===== src/rtl/alu_add_issue_if.sv =====
// Bundles the request, result and adder-side signals of alu_add_issue.
// The slave modport is the issue block; the master modport is its environment.
interface alu_add_issue_if #(
   parameter int IN_WL  = 15,
   parameter int OUT_WL = 16,
   parameter int TAG_W  = 4,
   parameter int DEPTH  = 4
);
   localparam int LW = $clog2(DEPTH) + 1;

   logic              in_valid;
   logic              in_ready;
   logic [IN_WL-1:0]  in_a;
   logic [IN_WL-1:0]  in_b;
   logic [TAG_W-1:0]  in_tag;
   logic [IN_WL-1:0]  add_a;
   logic [IN_WL-1:0]  add_b;
   logic [OUT_WL-1:0] add_r;
   logic              out_valid;
   logic              out_ready;
   logic [OUT_WL-1:0] out_r;
   logic [TAG_W-1:0]  out_tag;
   logic [LW-1:0]     level;

   modport master (
      output in_valid, in_a, in_b, in_tag, out_ready, add_r,
      input  in_ready, add_a, add_b, out_valid, out_r, out_tag, level
   );

   modport slave (
      input  in_valid, in_a, in_b, in_tag, out_ready, add_r,
      output in_ready, add_a, add_b, out_valid, out_r, out_tag, level
   );
endinterface


===== src/rtl/alu_add_issue.sv =====
// Issues operand pairs to an external 1-cycle adder, tracks tags through a
// two-stage valid pipeline and buffers results in order in a small FIFO.
module alu_add_issue #(
   parameter int IN_WL  = 15,
   parameter int OUT_WL = 16,
   parameter int TAG_W  = 4,
   parameter int DEPTH  = 4
) (
   input  logic         clk,
   input  logic         rstb,
   alu_add_issue_if.slave bus
);
   localparam int PW = $clog2(DEPTH);
   localparam int LW = PW + 1;

   logic                    v1_r;
   logic                    v2_r;
   logic [TAG_W-1:0]        tag1_r;
   logic [TAG_W-1:0]        tag2_r;
   logic [IN_WL-1:0]        add_a_r;
   logic [IN_WL-1:0]        add_b_r;
   logic [OUT_WL+TAG_W-1:0] mem_r [DEPTH];
   logic [PW-1:0]           wptr_r;
   logic [PW-1:0]           rptr_r;
   logic [LW-1:0]           level_r;

   logic [LW:0]             inflight_s;
   logic                    in_ready_s;
   logic                    out_valid_s;
   logic                    accept_s;
   logic                    pop_s;
   logic [LW-1:0]           level_nx_s;

   // Credit check counts every result already committed to a FIFO slot.
   always_comb begin
      inflight_s  = {1'b0, level_r} + {{LW{1'b0}}, v1_r} + {{LW{1'b0}}, v2_r};
      in_ready_s  = (inflight_s < (LW+1)'(DEPTH));
      out_valid_s = (level_r != {LW{1'b0}});
      accept_s    = bus.in_valid & in_ready_s;
      pop_s       = out_valid_s & bus.out_ready;
      if (v2_r && !pop_s) begin
         level_nx_s = level_r + LW'(1);
      end else if (!v2_r && pop_s) begin
         level_nx_s = level_r - LW'(1);
      end else begin
         level_nx_s = level_r;
      end
   end

   // Stage 1: launch operands to the adder and remember the tag.
   always_ff @(posedge clk) begin
      if (!rstb) begin
         v1_r    <= 1'b0;
         tag1_r  <= {TAG_W{1'b0}};
         add_a_r <= {IN_WL{1'b0}};
         add_b_r <= {IN_WL{1'b0}};
      end else begin
         v1_r <= accept_s;
         if (accept_s) begin
            tag1_r  <= bus.in_tag;
            add_a_r <= bus.in_a;
            add_b_r <= bus.in_b;
         end
      end
   end

   // Stage 2: valid/tag line up with add_r from the external adder.
   always_ff @(posedge clk) begin
      if (!rstb) begin
         v2_r   <= 1'b0;
         tag2_r <= {TAG_W{1'b0}};
      end else begin
         v2_r   <= v1_r;
         tag2_r <= tag1_r;
      end
   end

   // FIFO pointers and occupancy; pointers wrap naturally as DEPTH is 2^PW.
   always_ff @(posedge clk) begin
      if (!rstb) begin
         wptr_r  <= {PW{1'b0}};
         rptr_r  <= {PW{1'b0}};
         level_r <= {LW{1'b0}};
      end else begin
         if (v2_r) begin
            wptr_r <= wptr_r + PW'(1);
         end
         if (pop_s) begin
            rptr_r <= rptr_r + PW'(1);
         end
         level_r <= level_nx_s;
      end
   end

   // FIFO storage; contents are only observed while level is non-zero.
   always_ff @(posedge clk) begin
      if (v2_r) begin
         mem_r[wptr_r] <= {bus.add_r, tag2_r};
      end
   end

   assign bus.in_ready  = in_ready_s;
   assign bus.out_valid = out_valid_s;
   assign bus.add_a     = add_a_r;
   assign bus.add_b     = add_b_r;
   assign bus.level     = level_r;
   assign {bus.out_r, bus.out_tag} = mem_r[rptr_r];
endmodule


===== src/flat_wrapper.sv =====
// flat-port wrapper written by rule: the top's interface ports become plain ports
module alu_add_issue_flat 
#(
   parameter int IN_WL  = 15,
   parameter int OUT_WL = 16,
   parameter int TAG_W  = 4,
   parameter int DEPTH  = 4
)
  (clk, rstb, bus_in_valid, bus_in_a, bus_in_b, bus_in_tag, bus_out_ready, bus_add_r, bus_in_ready, bus_add_a, bus_add_b, bus_out_valid, bus_out_r, bus_out_tag, bus_level);
  alu_add_issue_if #(.IN_WL(IN_WL), .OUT_WL(OUT_WL), .TAG_W(TAG_W), .DEPTH(DEPTH)) bus_i ();
  input  logic clk;
  input  logic rstb;
  input wire logic [$bits(bus_i.in_valid)-1:0] bus_in_valid;
  input wire logic [$bits(bus_i.in_a)-1:0] bus_in_a;
  input wire logic [$bits(bus_i.in_b)-1:0] bus_in_b;
  input wire logic [$bits(bus_i.in_tag)-1:0] bus_in_tag;
  input wire logic [$bits(bus_i.out_ready)-1:0] bus_out_ready;
  input wire logic [$bits(bus_i.add_r)-1:0] bus_add_r;
  output wire logic [$bits(bus_i.in_ready)-1:0] bus_in_ready;
  output wire logic [$bits(bus_i.add_a)-1:0] bus_add_a;
  output wire logic [$bits(bus_i.add_b)-1:0] bus_add_b;
  output wire logic [$bits(bus_i.out_valid)-1:0] bus_out_valid;
  output wire logic [$bits(bus_i.out_r)-1:0] bus_out_r;
  output wire logic [$bits(bus_i.out_tag)-1:0] bus_out_tag;
  output wire logic [$bits(bus_i.level)-1:0] bus_level;
  assign bus_i.in_valid = bus_in_valid;
  assign bus_i.in_a = bus_in_a;
  assign bus_i.in_b = bus_in_b;
  assign bus_i.in_tag = bus_in_tag;
  assign bus_i.out_ready = bus_out_ready;
  assign bus_i.add_r = bus_add_r;
  assign bus_in_ready = bus_i.in_ready;
  assign bus_add_a = bus_i.add_a;
  assign bus_add_b = bus_i.add_b;
  assign bus_out_valid = bus_i.out_valid;
  assign bus_out_r = bus_i.out_r;
  assign bus_out_tag = bus_i.out_tag;
  assign bus_level = bus_i.level;
  alu_add_issue #(.IN_WL(IN_WL), .OUT_WL(OUT_WL), .TAG_W(TAG_W), .DEPTH(DEPTH)) u_core (.clk(clk), .rstb(rstb), .bus(bus_i));
endmodule

===== config.mk =====
export PLATFORM = sky130hd
export DESIGN_NAME = alu_add_issue_flat
export DESIGN_NICKNAME = d
export VERILOG_FILES = /design/src/rtl/alu_add_issue_if.sv /design/src/rtl/alu_add_issue.sv /design/src/flat_wrapper.sv
export SDC_FILE = /design/constraint.sdc
export NUM_CORES = 1
export LEC_CHECK = 0
export CAP_MARGIN = 20
export CORE_MARGIN = 2
export CORE_UTILIZATION = 54
export DETAILED_ROUTE_END_ITERATION = 12
export GPL_ROUTABILITY_DRIVEN = 1
export PLACE_DENSITY = 0.89
export SKIP_CTS_REPAIR_TIMING = 1
export SLEW_MARGIN = 20
export SYNTH_ARGS = -nofsm -noshare
export SYNTH_HDL_FRONTEND = slang
export SYNTH_SLANG_ARGS = --single-unit

===== constraint.sdc =====
create_clock -name clk -period 5.28 [get_ports clk]
set_clock_uncertainty 0.05 [all_clocks]
set_input_delay 1.056 -clock clk [delete_from_list [all_inputs] [get_ports clk]]
set_output_delay 1.056 -clock clk [all_outputs]
set_load 0.02 [all_outputs]

==> results of run 1 <==
-- registers in the layout, indices dropped and copies added (netlist names), named ones only --
name and cells:
u_core.v1_r 1, u_core.rptr_r 2, u_core.mem_r 80, u_core.wptr_r 2, u_core.bus.add_a 15, u_core.tag1_r 4, u_core.tag2_r 4, u_core.v2_r 1
u_core.bus.level 3, u_core.bus.add_b 15
-- per-layer routing --
layer  up-vias  GRT usage  share of wire
met1      1370      0.219           0.41
met5         -          0              0
met2       116      0.326           0.48
met3        16     0.0965          0.095
met4         0     0.0632          0.013
li1       1353          -              -
-- cells by family after synthesis --
group | after synthesis | share of synthesized area
AO/OA/AOI/OAI | 7 | 0.00978
multiplexers | 56 | 0.167
AND/OR/NAND/NOR | 84 | 0.0695
buffers and inverters | 24 | 0.0298
flip-flops | 129 | 0.696
adder cells (fa/ha/maj) | 7 | 0.0196
XOR/XNOR | 5 | 0.00900
-- layout make-up --
| type | count | area (um2) | area share |
|---|---|---|---|
| inverters | 8 | 30.0 | 0.00456 |
| flip-flops and latches | 129 | 3380 | 0.514 |
| multi-input cells | 159 | 1340 | 0.204 |
| clock inverters | 14 | 181 | 0.0276 |
| clock buffers | 18 | 418 | 0.0635 |
| repair buffers | 110 | 1090 | 0.166 |
| well taps | 108 | 135 | 0.0205 |
-- cells in the mapped netlist --
| cell type | n |
|---|---|
| o311ai_0 | 1 |
| fa_1 | 1 |
| a21oi_1 | 2 |
| buf_8 | 1 |
| o21ai_0 | 1 |
| nor2_1 | 7 |
| clkbuf_1 | 9 |
| buf_2 | 3 |
| mux2i_1 | 36 |
| buf_6 | 1 |
| ha_1 | 6 |
| or3_1 | 2 |
| xor2_1 | 4 |
| and2_1 | 6 |
| nand2b_1 | 1 |
| dfxtp_1 | 49 |
| xnor2_1 | 1 |
| a21oi_2 | 1 |
| nand2_1 | 68 |
| mux4_2 | 20 |
| edfxtp_1 | 80 |
| buf_12 | 2 |
| inv_1 | 8 |
| a21o_1 | 1 |
| o31ai_1 | 1 |
-- power by group --
part | switching [W] | internal [W]
registers | 0.0000664 | 0.00115
clock network | 0.000432 | 0.000727
logic | 0.000385 | 0.000425
-- critical path, stage by stage (launching register included) --
cell and delay (ns):
dfxtp_1 0.95, mux4_2 0.39, clkdlybuf4s50_1 0.60
-- worst max path at each step --
| stage | start | end | slack, ns |
|---|---|---|---|
| after floorplan | bus_out_ready | u_core.bus.level[2] | 2.79 |
| after global placement | flip-flop | bus_out_r[9] | 2.27 |
| after detailed placement | flip-flop | bus_out_tag[0] | 2.21 |
| after CTS | flip-flop | bus_out_tag[0] | 1.68 |
| after global routing | flip-flop | bus_out_tag[0] | 1.62 |
| final | flip-flop | bus_out_r[15] | 1.74 |
-- per-stage QoR --
stage / hold slack, ns / area [um2] / setup slack, ns
after floorplan: 0.354 / 4860 / 2.79
after global placement: 0.364 / 5980 / 2.27
after detailed placement: 0.363 / 5980 / 2.21
after CTS: 0.382 / 6580 / 1.68
after global routing: 0.410 / 6580 / 1.62
final: 0.381 / 6580 / 1.74
-- placed cells by master (no fill, tap or decap), drive strengths merged --
cell / count
a21o: 1
a21oi: 3
and2: 6
buf: 3
bufinv: 3
clkbuf: 18
clkdlybuf4s50: 107
clkinv: 5
clkinvlp: 3
dfxtp: 49
edfxtp: 80
fa: 1
ha: 6
inv: 11
mux2i: 36
mux4: 20
nand2: 68
nand2b: 1
nor2: 7
o21ai: 1
o311ai: 1
o31ai: 1
or3: 2
xnor2: 1
xor2: 4
==> run metrics, run 1 <==
status complete, no violations; GP Congestion 0.730; Min-Delay Endpoint u_core.tag2_r[1]; WL final 9050 um; DR vias/cell 5.23; post-synth top area cell edfxtp_1; YS warnings 0; Crit Path Category reg2out; Fin. Hold Viols 0; starting density of the core 0.558; largest net degree at the start of global routing 72; Req. time, crit path 4.17 ns; CTS tree built; drt initial violations 98; Tmin final 3.54 ns; Final ANT Viol Nets 0; H-tree Lvls 4; initial antenna violation count 0; Yosys top cell area share 0.494; Netlist cell types 25; vias in the first global route 3076; CP arrival 2.44 ns; cells after synthesis 312; Net count, final 486; Final Setup Violations 0; r2r setup slk 2.87 ns; Synth Register Bits 129; Mapped Nets 373; Layout area overhead 35.4%; sequential share of the synthesized area 0.696; Port Buffers 108; Core Rows 34; Clock Root Buffer clkbuf_8; Clock Path Buffers 2; Tot GR Track Use 0.195; global route overflow 0; CP max FO 20; placed wire-length estimate 5920 um; PD cells 485 nW/um2; CP startpoint kind flip-flop; Die Width 98.9 um; Diodes inserted 0; via count 2855; clk sinks 129; Num CTS Buffers 17; mapped cell area 4860 um2; leakage 2.42 nW; worst r2r path cells 5; Peak VDD IR 230 uV; top cells by area, synth edfxtp_1 (49%), dfxtp_1 (20%), mux4_2 (9.3%); Setup TNS 0 ns; final period utilization 0.671; Worst-path clk slew 0.06 ns; RSZ-0062 raised after global routing no; share of layout cells above drive strength 1 0.126; syn avg cell area 15.6 um2; DRC viols 0; io pins 109; placed cells 514; Worst-Skew Late Latency 0.50 ns; hold wc startpoint u_core.tag1_r[1]; Pins Over Slew Limit 0; Hold Crit Class reg2reg; Highest Clock Rate 282 MHz; Slew HR 0.322; crit end category output port; Layout Utilization 0.755; reg2reg start u_core.bus.level[0]; core area 8720 um2; WL per Instance 16.6 um; Slew @ Worst Pin 1.02 ns; Die ar. 9780 um2; Post-Layout Cell Count 546; Design Power 0.00319 W; max cap viols 0; worst flop-to-flop path endpoint u_core.bus.add_b[4]; Die Y 98.9 um; Filler Cell Count 515; first-pass GRT wire length 14600 um; hold depth 2; Initial DRT Pass Iterations 4
(Power assumes the default switching activity.)
==> run 2: changes to the inputs <==
--- a/config.mk
+++ b/config.mk
@@ -7,10 +7,10 @@
 export LEC_CHECK = 0
 export CAP_MARGIN = 20
 export CORE_MARGIN = 2
-export CORE_UTILIZATION = 54
+export CORE_UTILIZATION = 50
 export DETAILED_ROUTE_END_ITERATION = 12
 export GPL_ROUTABILITY_DRIVEN = 1
-export PLACE_DENSITY = 0.89
+export PLACE_DENSITY = 0.83
 export SKIP_CTS_REPAIR_TIMING = 1
 export SLEW_MARGIN = 20
 export SYNTH_ARGS = -nofsm -noshare
==> constraint.sdc (replaced) <==
create_clock -name clk -period 3.6 [get_ports clk]
set_clock_uncertainty 0.05 [all_clocks]
set_input_delay 0.72 -clock clk [delete_from_list [all_inputs] [get_ports clk]]
set_output_delay 0.72 -clock clk [all_outputs]
set_load 0.02 [all_outputs]
==> run metrics, run 2 (synthesis gave the netlist of run 1 again) <==
Setup TNS 0 ns; Final Setup Violations 0; hold_ws 0.383 ns; WP depth 3; commonest non-fill, non-tap cell in the layout clkdlybuf4s50_1; core area 9330 um2; drt initial violations 153; Num CTS Buffers 17; Net count, final 488; RSZ-0062 raised after global routing no; worst flop-to-flop path endpoint u_core.bus.level[2]; Die ar. 10500 um2; worst r2r path cells 7; Initial DRT Pass Iterations 4; max cap viols 0; CP arrival 2.31 ns; max reg flops 80; most frequent cells in the layout clkdlybuf4s50_1 (107), edfxtp_1 (80), nand2_1 (68); Worst-Skew Late Latency 0.51 ns; Die Y 103 um; clk sinks 129; crit end category output port; io pins 109; CP startpoint kind flip-flop; CTS tree built; Comb power frac 0.260; Final ANT Viol Nets 0; Pins Over Slew Limit 0; share of layout cells above drive strength 1 0.130; WL per Instance 15.8 um; Post-Layout Cell Count 569; first-pass GRT wire length 14600 um; Clock Root Buffer clkbuf_8; Slew HR 0.305; clock group share of total power 0.355; Crit Path Category reg2out; Switching Power 0.00132 W; DRC viols 0; Tmin final 3.08 ns; global route overflow 0; placed cells 537; PD cells 701 nW/um2; CP Capture Point bus_out_tag[2]; Sw Share 0.284; CP max stage cell mux4_2; cells along the critical path buf_4 > mux4_2 > clkdlybuf4s50_1; Core Rows 35; DR vias/cell 4.97; Req. time, crit path 2.83 ns; via count 2827; reg2reg start u_core.bus.level[1]; starting density of the core 0.521; Peak VDD IR 385 uV; Layout area overhead 35.7%; status complete, no violations; placed wire-length estimate 5680 um; Worst-path clk slew 0.06 ns; Highest Clock Rate 325 MHz; vias in the first global route 2980; r2r setup slk 1.37 ns; WL final 8980 um; largest net degree at the start of global routing 46; critical path's top delay family buffers and inverters; sequential power share 0.385; Fin. Hold Viols 0; Int Power 0.00331 W; Design Power 0.00463 W; Reg with most FFs u_core.mem_r; leakage 2.42 nW; Die Width 103 um; GP Congestion 0.685; initial antenna violation count 0; Slew @ Worst Pin 1.04 ns; max incr delay on CP 0.58 ns; Port Buffers 108; final period utilization 0.855; Diodes inserted 0; Hold Crit Class reg2reg; WP buf/inv 2; H-tree Lvls 4; Clock Path Buffers 2; Tot GR Track Use 0.189; CP max FO 20
-- run 2: cell types whose count changed in the layout (fill, tap and decap cells not counted), sizes merged --
cell	previous run	this run
buf	3	5
bufinv	3	2
clkbuf	18	17
clkinvlp	3	5
-- run 2: through the flow --
stage / setup WS [ns] / instance area (um2) / util
after CTS: 0.463 / 6600 / 0.707
after detailed placement: 0.911 / 6020 / 0.646
after floorplan: 1.45 / 4860 / -
after global routing: 0.392 / 6600 / 0.707
after global placement: 0.973 / 6020 / 0.646
final: 0.521 / 6600 / 0.707
-- run 2: worst reg2reg max path: stages, from the launching register on --
cell     delay, ns
dfxtp_1       0.42
o31ai_1       0.36
ha_1          0.26
inv_1         0.06
fa_1          0.37
xor2_1        0.18
or3_1         0.31
a21oi_1       0.14
-- run 2: worst min-delay path by stage --
stage | start | endpoint | slack (ns) | depth (start not counted)
floorplan | u_core.tag1_r[0] | u_core.tag2_r[0] | 0.35 | 2
global route | u_core.tag1_r[2] | u_core.tag2_r[2] | 0.41 | 2
CTS | u_core.tag1_r[3] | u_core.tag2_r[3] | 0.39 | 2
global placement | u_core.tag1_r[3] | u_core.tag2_r[3] | 0.37 | 2
finish | u_core.tag1_r[3] | u_core.tag2_r[3] | 0.38 | 2
detailed placement | u_core.tag1_r[2] | u_core.tag2_r[2] | 0.37 | 2
-- run 2: area by class of cell --
| type | instances | area, um2 |
|---|---|---|
| Sequential cell | 129 | 3380 |
| Fill cell | 626 | 2730 |
| Multi-Input combinational cell | 159 | 1340 |
| Timing Repair Buffer | 112 | 1110 |
| Clock buffer | 17 | 414 |
| Clock inverter | 15 | 161 |
| Tap cell | 129 | 161 |
| Inverter | 8 | 30.0 |
-- run 2: power groups by stage --
stage	Sequential [W]	Clock, W	Combinational [W]
2_1_floorplan	0.00188	0	0.000683
5_1_grt	0.00180	0.00175	0.00129
6_report	0.00178	0.00164	0.00120
3_5_place_dp	0.00181	0	0.00121
4_1_cts	0.00178	0.00168	0.00122
3_3_place_gp	0.00180	0	0.00120
-- run 2: layer usage --
metal  vias to the layer above  routed length [um]  GRT usage
li1                       1356                   -          -
met1                      1344                3730      0.218
met2                       118                4190      0.297
met3                         9                 968      0.106
met4                         0                  89     0.0687
met5                         -                   0          0
==> run 3: changes to the inputs <==
--- a/config.mk
+++ b/config.mk
@@ -5,9 +5,12 @@
 export SDC_FILE = /design/constraint.sdc
 export NUM_CORES = 1
 export LEC_CHECK = 0
+export ABC_AREA = 1
 export CAP_MARGIN = 20
+export CELL_PAD_IN_SITES_DETAIL_PLACEMENT = 0
+export CELL_PAD_IN_SITES_GLOBAL_PLACEMENT = 1
 export CORE_MARGIN = 2
-export CORE_UTILIZATION = 50
+export CORE_UTILIZATION = 39
 export DETAILED_ROUTE_END_ITERATION = 12
 export GPL_ROUTABILITY_DRIVEN = 1
 export PLACE_DENSITY = 0.83
==> run metrics, run 3 <==
status complete, no violations; CTS tree built; syn avg cell area 10.8 um2; Filler Cell Count 1144; global route overflow 0; busiest grt layer met2; Setup TNS 0 ns; io pins 109; Clock Root Buffer clkbuf_16; Peak VDD IR 306 uV; Net count, final 632; Initial DRT Pass Iterations 4; Final Setup Violations 0; Req. time, crit path 2.83 ns; worst flop-to-flop path endpoint u_core.tag1_r[0]; worst r2r path cells 9; Mapped Nets 529; Synth Register Bits 129; crit end category output port; WL final 10500 um; Port Buffers 108; core area 12700 um2; commonest non-fill, non-tap cell in the layout clkdlybuf4s50_1; WL per Instance 13.9 um; Tot GR Track Use 0.158; DR vias/cell 4.74; Tmin final 3.20 ns; Crit Path Category reg2out; Pins Over Slew Limit 0; Reg with most FFs u_core.mem_r; vias in the first global route 3546; YS warnings 0; multi-input combinational cell area 1420 um2; placed wire-length estimate 6530 um; cells after synthesis 468; Slew HR 0.401; r2r setup slk 1.63 ns; M2 GR Usage 0.255; Min-Delay Endpoint u_core.tag2_r[0]; initial antenna violation count 0; Layout area overhead 35.6%; hold depth 2; GP Congestion 0.730; Final ANT Viol Nets 0; sequential cell area 3380 um2; via count 3575; Post-synth EDFFs 80; Slew @ Worst Pin 0.898 ns; sequential share of the synthesized area 0.668; Worst-Skew Late Latency 0.40 ns; Die Y 118 um; FFs w/ async S/R, synth 0; Clock Path Buffers 2; leakage 2.63 nW; CP arrival 2.43 ns; RSZ-0062 raised after global routing no; Yosys top cell area share 0.475; Fin. Hold Viols 0; most frequent cells after synthesis edfxtp_1 (80), nor2_1 (73), nand2_1 (61), dfxtp_1 (49), o21ai_0 (44); drt initial violations 225; met1 Resource Use GR 0.180; hold wc startpoint u_core.tag1_r[0]; Die Width 118 um; starting density of the core 0.400; Num CTS Buffers 17; max reg flops 80; largest net degree at the start of global routing 66; max cap viols 0; final period utilization 0.888; reg2reg start u_core.v2_r; PD cells 699 nW/um2; Core Rows 41; most frequent cells in the layout clkdlybuf4s50_1 (107), edfxtp_1 (80), nor2_1 (73); H-tree Lvls 4; CP startpoint kind flip-flop; CP max FO 21; mapped cell area 5060 um2; first-pass GRT wire length 17300 um; Die ar. 13900 um2; Netlist cell types 18; share of layout cells above drive strength 1 0.0617; Diodes inserted 0; top_reg_cell synth edfxtp_1; Hold Crit Class reg2reg; met3 global-route usage 0.0828; Layout Utilization 0.542; Highest Clock Rate 313 MHz; clk sinks 129; post-synth top area cell edfxtp_1; Worst-path clk slew 0.05 ns; count leader, synth edfxtp_1; DRC viols 0; top cells by area, synth edfxtp_1 (47%), dfxtp_1 (19%), nor2_1 (5.4%)
[run 3: kinds of logic after synthesis]
family,count (synthesis),share of synthesized area
and+or+nand+nor,172,0.155
DFF,129,0.668
AOI/OAI and AO/OA,102,0.106
buffers and inverters,58,0.0524
adders and majority gates,7,0.0188
[run 3: critical path, cell delays in order (launching register included)]
cell             delay (ns)
dfxtp_1                0.30
buf_4                  0.19
inv_1                  0.47
o21ai_0                0.18
o22ai_1                0.22
clkdlybuf4s50_1        0.65
[run 3: metal layers]
metal,vias to the layer above,part of all wire
met5,-,0
met4,0,0.0053
met3,4,0.087
met2,114,0.49
met1,1638,0.42
li1,1819,-
[run 3: report_power, final]
group	internal, W	switching (W)	leakage [nW]
Combinational	0.000531	0.000718	1.20
Clock	0.00122	0.000586	0.294
Sequential	0.00169	0.0000627	1.13
Total	0.00344	0.00137	2.63
[run 3: final cells by class]
class / count / share of cell area
Timing Repair Buffer: 115 / 0.164
Inverter: 27 / 0.0148
Sequential cell: 129 / 0.493
Tap cell: 172 / 0.0313
Clock inverter: 12 / 0.0275
Multi-Input combinational cell: 281 / 0.206
Clock buffer: 19 / 0.0630
[run 3: stage by stage]
stage / total power, W / area (um2) / setup WS, ns / cells / hold slack (ns)
after global placement: 0.00301 / 6240 / 0.872 / 724 / 0.368
after detailed placement: 0.00304 / 6240 / 0.832 / 724 / 0.363
after CTS: 0.00487 / 6870 / 0.375 / 755 / 0.381
after global routing: 0.00505 / 6870 / 0.248 / 755 / 0.393
final: 0.00480 / 6870 / 0.402 / 755 / 0.375
after floorplan: 0.00253 / 5060 / 1.57 / 468 / 0.355
[run 3: worst max path at each step]
stage / to / from / slack (ns) / depth (start not counted)
global route: bus_out_tag[0] / flip-flop / 0.25 / 5
global placement: bus_out_tag[0] / flip-flop / 0.87 / 5
CTS: bus_out_r[5] / flip-flop / 0.38 / 5
floorplan: u_core.bus.level[1] / u_core.bus.level[0] / 1.57 / 8
finish: bus_out_r[5] / flip-flop / 0.40 / 5
detailed placement: bus_out_r[5] / flip-flop / 0.83 / 5
